`src/rtl/kmeans_centroid_update_k3_d4_pkg.sv`:
```
// Shared definitions for the k=3, d=4 centroid update block: geometry, FSM states
// and the fixed iteration-end latency.
package kmeans_centroid_update_k3_d4_pkg;

  localparam int K     = 3;
  localparam int D     = 4;
  localparam int IDX_W = 2;

  localparam logic [IDX_W-1:0] K_LAST = 2'd2;
  localparam logic [IDX_W-1:0] D_LAST = 2'd3;

  typedef enum logic [1:0] {
    ST_IDLE,
    ST_ACCUM,
    ST_DIVIDE,
    ST_DONE
  } state_e;

  // Cycles from the accepting edge of the last point to the done pulse.
  function automatic int div_latency(input int acc_width);
    return K * D * (acc_width + 2);
  endfunction

endpackage

```
`src/rtl/kmeans_seq_divider.sv`:
```
// Restoring unsigned divider, one quotient bit per cycle. The done pulse appears
// ACC_WIDTH+1 cycles after the start cycle.
module kmeans_seq_divider #(
  parameter int ACC_WIDTH   = 32,
  parameter int COUNT_WIDTH = 16,
  parameter int OUT_WIDTH   = 16
) (
  input  logic                   clk,
  input  logic                   rst,
  input  logic                   start,
  input  logic [ACC_WIDTH-1:0]   dividend,
  input  logic [COUNT_WIDTH-1:0] divisor,
  output logic                   done,
  output logic [OUT_WIDTH-1:0]   quotient
);

  localparam int SW = $clog2(ACC_WIDTH + 1);

  logic [ACC_WIDTH-1:0]   quo;
  logic [COUNT_WIDTH-1:0] rem;
  logic [COUNT_WIDTH-1:0] dvs;
  logic [SW-1:0]          steps;
  logic                   running;
  logic [COUNT_WIDTH:0]   shifted;
  logic                   geq;

  // The remainder stays below the divisor, so one extra bit holds the shifted value.
  assign shifted  = {rem, quo[ACC_WIDTH-1]};
  assign geq      = shifted >= {1'b0, dvs};
  assign quotient = quo[OUT_WIDTH-1:0];

  // NOTE: sequential state uses non-blocking assignments so every register samples
  // pre-edge values regardless of statement order.
  always_ff @(posedge clk or posedge rst) begin
    if (rst) begin
      quo     <= '0;
      rem     <= '0;
      dvs     <= '0;
      steps   <= '0;
      running <= 1'b0;
      done    <= 1'b0;
    end else begin
      done <= 1'b0;
      if (start) begin
        quo     <= dividend;
        rem     <= '0;
        dvs     <= divisor;
        steps   <= SW'(ACC_WIDTH);
        running <= 1'b1;
      end else if (running) begin
        rem   <= geq ? COUNT_WIDTH'(shifted - {1'b0, dvs}) : COUNT_WIDTH'(shifted);
        quo   <= {quo[ACC_WIDTH-2:0], geq};
        steps <= steps - 1'b1;
        if (steps == SW'(1)) begin
          running <= 1'b0;
          done    <= 1'b1;
        end
      end
    end
  end

endmodule

```
`src/rtl/kmeans_centroid_update_k3_d4.sv`:
```
// k-means centroid update (k=3, d=4): accumulate classified points, then divide sums by
// counts with one shared divider. Define KMEANS_ROUND_EN for round-half-up means.
module kmeans_centroid_update_k3_d4
  import kmeans_centroid_update_k3_d4_pkg::*;
#(
  parameter int INPUT_DATA_WIDTH = 16,
  parameter int COUNT_WIDTH      = 16,
  parameter int ACC_WIDTH        = 32
) (
  input  logic                        clk,
  input  logic                        rst,
  input  logic                        init_we,
  input  logic [1:0]                  init_idx,
  input  logic [1:0]                  init_dim,
  input  logic [INPUT_DATA_WIDTH-1:0] init_data,
  input  logic                        start,
  input  logic                        in_valid,
  output logic                        in_ready,
  input  logic                        in_last,
  input  logic [INPUT_DATA_WIDTH-1:0] input_data0,
  input  logic [INPUT_DATA_WIDTH-1:0] input_data1,
  input  logic [INPUT_DATA_WIDTH-1:0] input_data2,
  input  logic [INPUT_DATA_WIDTH-1:0] input_data3,
  input  logic [1:0]                  selected_centroid,
  output logic [INPUT_DATA_WIDTH-1:0] centroid0_d0,
  output logic [INPUT_DATA_WIDTH-1:0] centroid0_d1,
  output logic [INPUT_DATA_WIDTH-1:0] centroid0_d2,
  output logic [INPUT_DATA_WIDTH-1:0] centroid0_d3,
  output logic [INPUT_DATA_WIDTH-1:0] centroid1_d0,
  output logic [INPUT_DATA_WIDTH-1:0] centroid1_d1,
  output logic [INPUT_DATA_WIDTH-1:0] centroid1_d2,
  output logic [INPUT_DATA_WIDTH-1:0] centroid1_d3,
  output logic [INPUT_DATA_WIDTH-1:0] centroid2_d0,
  output logic [INPUT_DATA_WIDTH-1:0] centroid2_d1,
  output logic [INPUT_DATA_WIDTH-1:0] centroid2_d2,
  output logic [INPUT_DATA_WIDTH-1:0] centroid2_d3,
  output logic                        busy,
  output logic                        done,
  output logic                        err_idx,
  output logic                        err_ovf
);

  state_e                      state;
  logic [INPUT_DATA_WIDTH-1:0] cent [K][D];
  logic [ACC_WIDTH-1:0]        sum  [K][D];
  logic [COUNT_WIDTH-1:0]      cnt  [K];
  logic [INPUT_DATA_WIDTH-1:0] pt   [D];
  logic [IDX_W-1:0]            slot_k, slot_d;
  logic                        load_pending;
  logic [ACC_WIDTH-1:0]        div_dividend;
  logic                        div_done;
  logic [INPUT_DATA_WIDTH-1:0] div_quo;

  assign pt[0] = input_data0;
  assign pt[1] = input_data1;
  assign pt[2] = input_data2;
  assign pt[3] = input_data3;

  assign in_ready = (state == ST_ACCUM);
  assign busy     = (state != ST_IDLE);

`ifdef KMEANS_ROUND_EN
  assign div_dividend = sum[slot_k][slot_d] + ACC_WIDTH'(cnt[slot_k] >> 1);
`else
  assign div_dividend = sum[slot_k][slot_d];
`endif

  kmeans_seq_divider #(
    .ACC_WIDTH  (ACC_WIDTH),
    .COUNT_WIDTH(COUNT_WIDTH),
    .OUT_WIDTH  (INPUT_DATA_WIDTH)
  ) u_div (
    .clk     (clk),
    .rst     (rst),
    .start   (load_pending),
    .dividend(div_dividend),
    .divisor (cnt[slot_k]),
    .done    (div_done),
    .quotient(div_quo)
  );

  // NOTE: the sum/count/centroid arrays are reset with the rest of the state because an
  // abort must discard partial sums and return the published centroids to zero.
  always_ff @(posedge clk or posedge rst) begin
    if (rst) begin
      state        <= ST_IDLE;
      slot_k       <= '0;
      slot_d       <= '0;
      load_pending <= 1'b0;
      done         <= 1'b0;
      err_idx      <= 1'b0;
      err_ovf      <= 1'b0;
      for (int k = 0; k < K; k++) begin
        cnt[k] <= '0;
        for (int d = 0; d < D; d++) begin
          cent[k][d] <= '0;
          sum[k][d]  <= '0;
        end
      end
    end else begin
      done <= 1'b0;
      unique case (state)
        ST_IDLE: begin
          if (init_we && init_idx <= K_LAST) cent[init_idx][init_dim] <= init_data;
          if (start) begin
            for (int k = 0; k < K; k++) begin
              cnt[k] <= '0;
              for (int d = 0; d < D; d++) sum[k][d] <= '0;
            end
            state <= ST_ACCUM;
          end
        end
        ST_ACCUM: begin
          if (in_valid) begin
            if (selected_centroid > K_LAST) begin
              err_idx <= 1'b1;
            end else if (cnt[selected_centroid] == '1) begin
              err_ovf <= 1'b1;
            end else begin
              for (int d = 0; d < D; d++)
                sum[selected_centroid][d] <= sum[selected_centroid][d] + ACC_WIDTH'(pt[d]);
              cnt[selected_centroid] <= cnt[selected_centroid] + 1'b1;
            end
            if (in_last) begin
              state        <= ST_DIVIDE;
              slot_k       <= '0;
              slot_d       <= '0;
              load_pending <= 1'b1;
            end
          end
        end
        ST_DIVIDE: begin
          if (load_pending) load_pending <= 1'b0;
          // Empty clusters still run their slot so the iteration latency is fixed.
          if (div_done) begin
            if (cnt[slot_k] != '0) cent[slot_k][slot_d] <= div_quo;
            if (slot_k == K_LAST && slot_d == D_LAST) begin
              state <= ST_DONE;
              done  <= 1'b1;
            end else begin
              if (slot_d == D_LAST) begin
                slot_d <= '0;
                slot_k <= slot_k + 1'b1;
              end else begin
                slot_d <= slot_d + 1'b1;
              end
              load_pending <= 1'b1;
            end
          end
        end
        ST_DONE: state <= ST_IDLE;
        default: state <= ST_IDLE;
      endcase
    end
  end

  assign centroid0_d0 = cent[0][0];
  assign centroid0_d1 = cent[0][1];
  assign centroid0_d2 = cent[0][2];
  assign centroid0_d3 = cent[0][3];
  assign centroid1_d0 = cent[1][0];
  assign centroid1_d1 = cent[1][1];
  assign centroid1_d2 = cent[1][2];
  assign centroid1_d3 = cent[1][3];
  assign centroid2_d0 = cent[2][0];
  assign centroid2_d1 = cent[2][1];
  assign centroid2_d2 = cent[2][2];
  assign centroid2_d3 = cent[2][3];

endmodule

```
`config.mk`:
```
export PLATFORM = sky130hd
export DESIGN_NAME = kmeans_centroid_update_k3_d4
export DESIGN_NICKNAME = d
export VERILOG_FILES = /design/src/rtl/kmeans_centroid_update_k3_d4_pkg.sv /design/src/rtl/kmeans_seq_divider.sv /design/src/rtl/kmeans_centroid_update_k3_d4.sv
export SDC_FILE = /design/constraint.sdc
export NUM_CORES = 2
export LEC_CHECK = 0
export BUFFER_PORTS_ARGS = -buffer_cell sky130_fd_sc_hd__clkbuf_2
export CAP_MARGIN = 5
export CORE_ASPECT_RATIO = 0.9
export CORE_MARGIN = 3
export CORE_UTILIZATION = 37
export DETAILED_ROUTE_END_ITERATION = 12
export GPL_ROUTABILITY_DRIVEN = 0
export PLACE_DENSITY_LB_ADDON = 0.1
export SLEW_MARGIN = 20
export SYNTH_ARGS = -nofsm -noshare
export SYNTH_HDL_FRONTEND = slang
export SYNTH_SLANG_ARGS = --single-unit
```
`constraint.sdc`:
```
create_clock -name clk -period 23.8 [get_ports clk]
set_input_delay 1.19 -clock clk [delete_from_list [all_inputs] [get_ports clk]]
set_output_delay 1.19 -clock clk [all_outputs]
set_load 0.02 [all_outputs]
```
# --- Yosys cells after proc, flatten, opt, wreduce, memory -nomap -nowiden ---
# Index checks and enable logic that the tools add are counted.
classes:
  order_cmp: 13
  bitwise: 6
  n_reduce_logical: 22
  mux: 91
  n_eq_ne: 18
  addsub: 9
op_table:
  columns: ["op", "n"]
  rows:
  - ["bitwise mux 384 bit", 4]
  - ["2-to-1 mux 384 bit", 4]
  - ["demux 128 bit (select 2 bit)", 4]
  - ["case mux 384 bit (2 select lines)", 1]
  - ["2-to-1 mux 128 bit", 5]
  - ["2-to-1 mux 192 bit", 3]
  - ["binary-select mux 128 bit (select 2 bit)", 2]
  - ["bitwise mux 192 bit", 2]
  - ["case mux 192 bit (2 select lines)", 1]
  - ["demux 64 bit (select 2 bit)", 2]
  - ["2-to-1 mux 48 bit", 4]
  - ["2-to-1 mux 64 bit", 3]
  - ["2-to-1 mux 16 bit", 10]
  - ["2-to-1 mux 32 bit", 5]
  - ["adder 32 x 16 -> 32 bit", 4]
  - ["demux 16 bit (select 2 bit)", 3]
  - ["2-to-1 mux 96 bit", 1]
  - ["case mux 48 bit (2 select lines)", 1]
  - ["binary-select mux 16 bit (select 2 bit)", 2]
  - ["binary-select mux 32 bit (select 2 bit)", 1]
  - ["bitwise mux 48 bit", 1]
  - ["2-to-1 mux 2 bit", 13]
  - ["!= test 2 bit, second input constant", 9]
  - [">= comparator 17 x 16 -> 1 bit", 1]
  - ["28 further kinds", 73]
totals:
  input_bits: 92
  reg_bits: 706
  output_inout_bits: 197
  elab_cells: 199

# --- Logic depth before layout (Yosys ltp) ---
depth:
  depth_word: 13
  ltp_mapped: 24
  mapped_depth_nobuf: 14

# --- By module ---
# From an unflattened synthesis, not the netlist that was laid out.
unflattened:
  hier_cells: 4143
  hier_area_um2: 40986.8
by_module_without_submodules:
  columns: ["mod", "n_inst", "seq_area_each_um2", "cells_per_inst", "area_per_inst_um2"]
  rows:
  - ["kmeans_centroid_update_k3_d4", 1, 15865.2, 3698, 36887.9]
  - ["kmeans_seq_divider", 1, 1801.7, 445, 4098.9]

# --- Worst setup path before layout ---
# OpenSTA, ideal clock, no wires.
synth_path:
  path_kind: "input to register"
  startpoint: "in selected_centroid[1]"
  endpoint: "reg sum[122] (netlist bit)"
  t_arrival_ns: 5.545
  setup_slack_ns: 18.120
  n_path_buf: 9
  setup_time_ns: 0.135
  required_time_ns: 23.665
  path_stages: 23
  path_cell_list: "buf_6 nor2b_4 buf_6 buf_4 buf_4 buf_2 buf_2 buf_1 clkbuf_1 clkbuf_1 nand2_1 o21ai_0 ha_1 inv_1 fa_1 nor2b_1 o31a_1 nor4_1 o211a_1 o41ai_2 nand4_1 xor2_1 o21ai_0"
synth_between:
  elab_chain_len: 13
  word_cells_on_any_way: 32
  classes_between: "add/sub (4); order compare (3); eq/ne (3); mux (19); bitwise (1); reduce/logical (2)"
synth_lines:
  columns: ["element", "line_no", "source"]
  rows:
  - ["start, declared", "kmeans_centroid_update_k3_d4.sv:24", "input logic [1:0] selected_centroid,"]
  - ["NOT 2 -> 3 bit (implied by the code)", "kmeans_centroid_update_k3_d4.sv:117, kmeans_centroid_update_k3_d4.sv:121", null]
  - ["binary-select mux 128 bit (select 2 bit) (tied with other cells)", "kmeans_centroid_update_k3_d4.sv:121", "sum[selected_centroid][d] <= sum[selected_centroid][d] + ACC_WIDTH'(pt[d]);"]
  - ["2-to-1 mux 128 bit (implied by the code) / logical AND 1 bit (equally long branches)", "kmeans_centroid_update_k3_d4.sv:121", null]
  - ["2-to-1 mux 128 bit (implied by the code)", "kmeans_centroid_update_k3_d4.sv:121", null]
  - ["adder 32 x 16 -> 32 bit / demux 128 bit (select 2 bit) (equally long branches)", "kmeans_centroid_update_k3_d4.sv:121", null]
  - ["bitwise mux 384 bit (4 in series)", "kmeans_centroid_update_k3_d4.sv:121", null]
  - ["2-to-1 mux 384 bit", "kmeans_centroid_update_k3_d4.sv:117", "end else if (cnt[selected_centroid] == '1) begin"]
  - ["2-to-1 mux 384 bit", "kmeans_centroid_update_k3_d4.sv:115", "if (selected_centroid > K_LAST) begin"]
  - ["2-to-1 mux 384 bit", "kmeans_centroid_update_k3_d4.sv:114", "if (in_valid) begin"]
  - ["case mux 384 bit (2 select lines)", "kmeans_centroid_update_k3_d4.sv:102", "unique case (state)"]
  - ["end signal, assigned by index", "kmeans_centroid_update_k3_d4.sv:121", null]
  - ["end, declared", "kmeans_centroid_update_k3_d4.sv:45", "logic [ACC_WIDTH-1:0] sum [K][D];"]
# Parallel ways exist; a longest one is shown, timed or not. The select of a mux whose other input is x is not followed.
# A chain may end at the register's enable or synchronous reset.

# --- Final worst setup path ---
layout_path:
  startpoint: "in selected_centroid[0]"
  endpoint: "reg sum[141] (netlist bit)"
layout_between:
  elab_chain_len: 13
  word_cells_on_any_way: 32
  classes_between: "add/sub (4); order compare (3); eq/ne (3); mux (19); bitwise (1); reduce/logical (2)"
layout_lines:
  columns: ["element", "line_no"]
  rows:
  - ["NOT 2 -> 3 bit (implied by the code)", "kmeans_centroid_update_k3_d4.sv:117, kmeans_centroid_update_k3_d4.sv:121"]
  - ["binary-select mux 128 bit (select 2 bit)", "kmeans_centroid_update_k3_d4.sv:121"]
  - ["2-to-1 mux 128 bit (implied by the code) (2 in series)", "kmeans_centroid_update_k3_d4.sv:121"]
  - ["adder 32 x 16 -> 32 bit", "kmeans_centroid_update_k3_d4.sv:121"]
  - ["bitwise mux 384 bit (4 in series)", "kmeans_centroid_update_k3_d4.sv:121"]
  - ["2-to-1 mux 384 bit", "kmeans_centroid_update_k3_d4.sv:117"]
  - ["2-to-1 mux 384 bit", "kmeans_centroid_update_k3_d4.sv:115"]
  - ["2-to-1 mux 384 bit", "kmeans_centroid_update_k3_d4.sv:114"]
  - ["case mux 384 bit (2 select lines)", "kmeans_centroid_update_k3_d4.sv:102"]
# Parallel ways exist; a longest one is shown, timed or not. The select of a mux whose other input is x is not followed.

==> results.py <==
metrics = {
    "run_status": {
        "status": "complete, no violations",
    },
    "cts": {
        "clock_latency_ns": 0.67,
        "cts_tree": "yes",
        "numCtsBuffers": 83,
        "clock-sinks": 706,
        "cts_hold_buf": 0,
        "htreeDepth": 3,
        "post_cts.repair.setup_buffers": 0,
        "path_clk_slew_ns": 0.06,
        "cts_root_buf": "clkbuf_16",
        "post_cts_resized": 0,
        "cts_max_path_buffers": 3,
    },
    "power": {
        "peakVddDrop_uv": 84.11,
        "p_per_area_nw_per_um2": 100.0,
        "leakagePower_uw": 0.02051,
    },
    "drt": {
        "num_vias": 33148,
        "drc": 0,
        "dr.pass1.iters": 5,
        "routedWlPerCell_um": 25.07,
        "antenna_left": 0,
        "vias_per_cell": 5.782,
        "drt_iter0_drc": 2721,
        "totalWireLength_mm": 143.7,
    },
    "yosys": {
        "synth_common_cells": "dfrtp_1, o21ai_0, nand3_1, nand2_1, mux2i_1",
        "synth_warnings": 0,
        "synth-edff-count": 0,
        "syn_avg_cell_area_sq_um": 9.815,
        "synthArstFlopShare": 1.000,
        "synth_flop_cell": "dfrtp_1",
        "yosys.cell_types.count": 83,
        "netlist_instances": 4135,
        "synth_seq_cells": 706,
        "netlist_area_sq_um": 40580,
        "yosysMostFrequentCell": "dfrtp_1",
        "synth_largest_area_cell": "dfrtp_1",
        "ys_seq_area_frac": 0.4353,
        "synth_top_area_frac": 0.4353,
        "synth_area_leaders": "dfrtp_1, o21ai_0, nand3_1, mux2i_1, mux4_2",
        "syn_nets": 4326,
    },
    "finish": {
        "register_area_sq_um": 17680,
        "final_util": 0.4200,
        "multi_input_area_sq_um": 21010,
        "area_growth_pct": 11.88,
        "nets": 4409,
        "drive_gt1_frac": 0.1817,
        "fillers": 10704,
    },
    "floorplan": {
        "die-width_um": 355.1,
        "start_util": 0.3754,
        "coreArea_sq_um": 108100,
        "ios": 289,
        "die_area_sq_um": 113700,
        "rows": 114,
        "die_y_um": 320.2,
    },
    "setup_path": {
        "crit_path_end_kind": "flop",
        "cp-start-kind": "primary input",
        "cp.required_ns": 24.27,
        "crit_type": "primary input to flop",
        "rrSetupSlack_ns": 18.51,
        "path_max_fanout": 100,
        "critPathArrivalTime_ns": 7.31,
    },
    "timing": {
        "worst_pin_slew_ns": 1.169,
        "min_period_ns": 6.840,
        "fmax_ghz": 0.1462,
        "fin_worst_skew_ns": 0.03705,
        "drv_slew": 0,
        "setup_tns_ns": 0,
        "rsz0062_at_grt": "false",
        "relSlewSlack": 0.2094,
        "finalHoldViolCount": 0,
        "min_period_over_period": 0.2874,
        "setup_viol": 0,
    },
    "run": {
        "cap_violations": 0,
    },
    "place": {
        "io_buffers": 288,
        "dpl.hpwl_mm": 97.18,
    },
    "global_routing": {
        "grt_max_degree": 186,
        "grt_usage": 0.2483,
        "antenna_found_initial": 1,
        "grt_pass1_wl_mm": 217.1,
        "grt_pass1_vias": 32128,
        "grt-ovfl-total": 0,
    },
    "worst_hold_path": {
        "hold_path.class": "flop to flop",
    },
}
where the power goes:
part,leakage (uW),internal (uW),switching [uW]
combinational,0.00943,546,1050
sequential,0.00972,1420,222
clock,0.00136,751,550
total,0.0205,2720,1830
cell type report:
type | count | area share
multi-input cells | 3017 | 0.4628
flip-flops and latches | 706 | 0.3894
clock buffers | 121 | 0.05398
repair buffers | 342 | 0.04131
well taps | 1450 | 0.03996
clock inverters | 28 | 0.006696
inverters | 68 | 0.005787
diodes | 1 | 0.00005511
cells in the final DEF (no fill, tap or decap), drive strengths merged, types with 21 or more instances in the layout:
master	n
a21o	27
a21oi	103
buf	56
clkbuf	407
dfrtp	706
ha	94
inv	70
mux2	209
mux2i	219
mux4	96
nand2	386
nand2b	22
nand3	470
nand4	21
nor2	139
nor3	26
o21ai	617
o22ai	178
o2bb2ai	22
xnor2	71
xor2	61
worst paths after layout:
| path | start | end | depth (start not counted) |
|---|---|---|---|
| min in group asynchronous | rst | u_div.rem[13] | 2 |
| setup / recovery | selected_centroid[0] | sum[141] | 13 |
| hold / removal | err_ovf | err_ovf | 1 |
| setup reg to reg | cnt[0] | sum[141] | 10 |
| max in group asynchronous | rst | sum[197] | 6 |
| hold reg to reg | err_ovf | err_ovf | 1 |
metal layers:
layer  global-route usage  wire, um  part of all wire  vias to the layer above
met5                    0         0                 0                        -
met4              0.07283      4522             0.031                        0
met3              0.02638      6384             0.044                      196
met2               0.3989     67490              0.47                      896
met1               0.3547     65320              0.45                    16752
li1                     -         -                 -                    15304
stage by stage:
stage	instances	hold slack [ns]	power, uW	setup slack (ns)	area [sq um]
finish	5733	0.4748	4541	16.96	45410
floorplan	4135	0.4668	2692	2.810	40580
CTS	5732	0.4747	4569	16.96	45390
global placement	5583	0.4672	3247	16.48	42640
detailed placement	5583	0.4634	3254	16.28	42640
global route	5732	0.5005	4797	16.41	45400
critical path, cell delays in order:
cell and delay, ns:
buf_6 0.32, nor2b_4 0.42, buf_4 0.64, nand2_1 0.10, o21ai_1 0.21, ha_1 0.27
nand2_1 0.07, or3_1 0.46, o31ai_4 0.55, or2_4 0.78, buf_4 0.87, buf_4 0.95
o21ai_0 0.23
cells by family (layout without fill, tap and decap cells):
kind of cell | count (synthesis) | in the layout | share of synthesized area
buffers and inverters | 412 | 559 | 0.04883
adder cells (fa/ha/maj) | 99 | 99 | 0.03145
multiplexers | 524 | 524 | 0.1653
XOR/XNOR | 132 | 132 | 0.02849
other | 0 | 1 | 0
AND/OR/NAND/NOR | 1158 | 1158 | 0.1333
AO/OA/AOI/OAI | 1104 | 1104 | 0.1574
flip-flops | 706 | 706 | 0.4353
flip-flops by register name (all words and copies together), names as in the netlist, 2 cells and up:
register	flops
centroid0_d0	16
centroid0_d1	16
centroid0_d2	16
centroid0_d3	16
centroid1_d0	16
centroid1_d1	16
centroid1_d2	16
centroid1_d3	16
centroid2_d0	16
centroid2_d1	16
centroid2_d2	16
centroid2_d3	16
cnt	48
slot_d	2
slot_k	2
state	2
sum	384
u_div.dvs	16
u_div.quo	32
u_div.rem	16
u_div.steps	6
No activity file was read; power rests on OpenSTA's default activity.
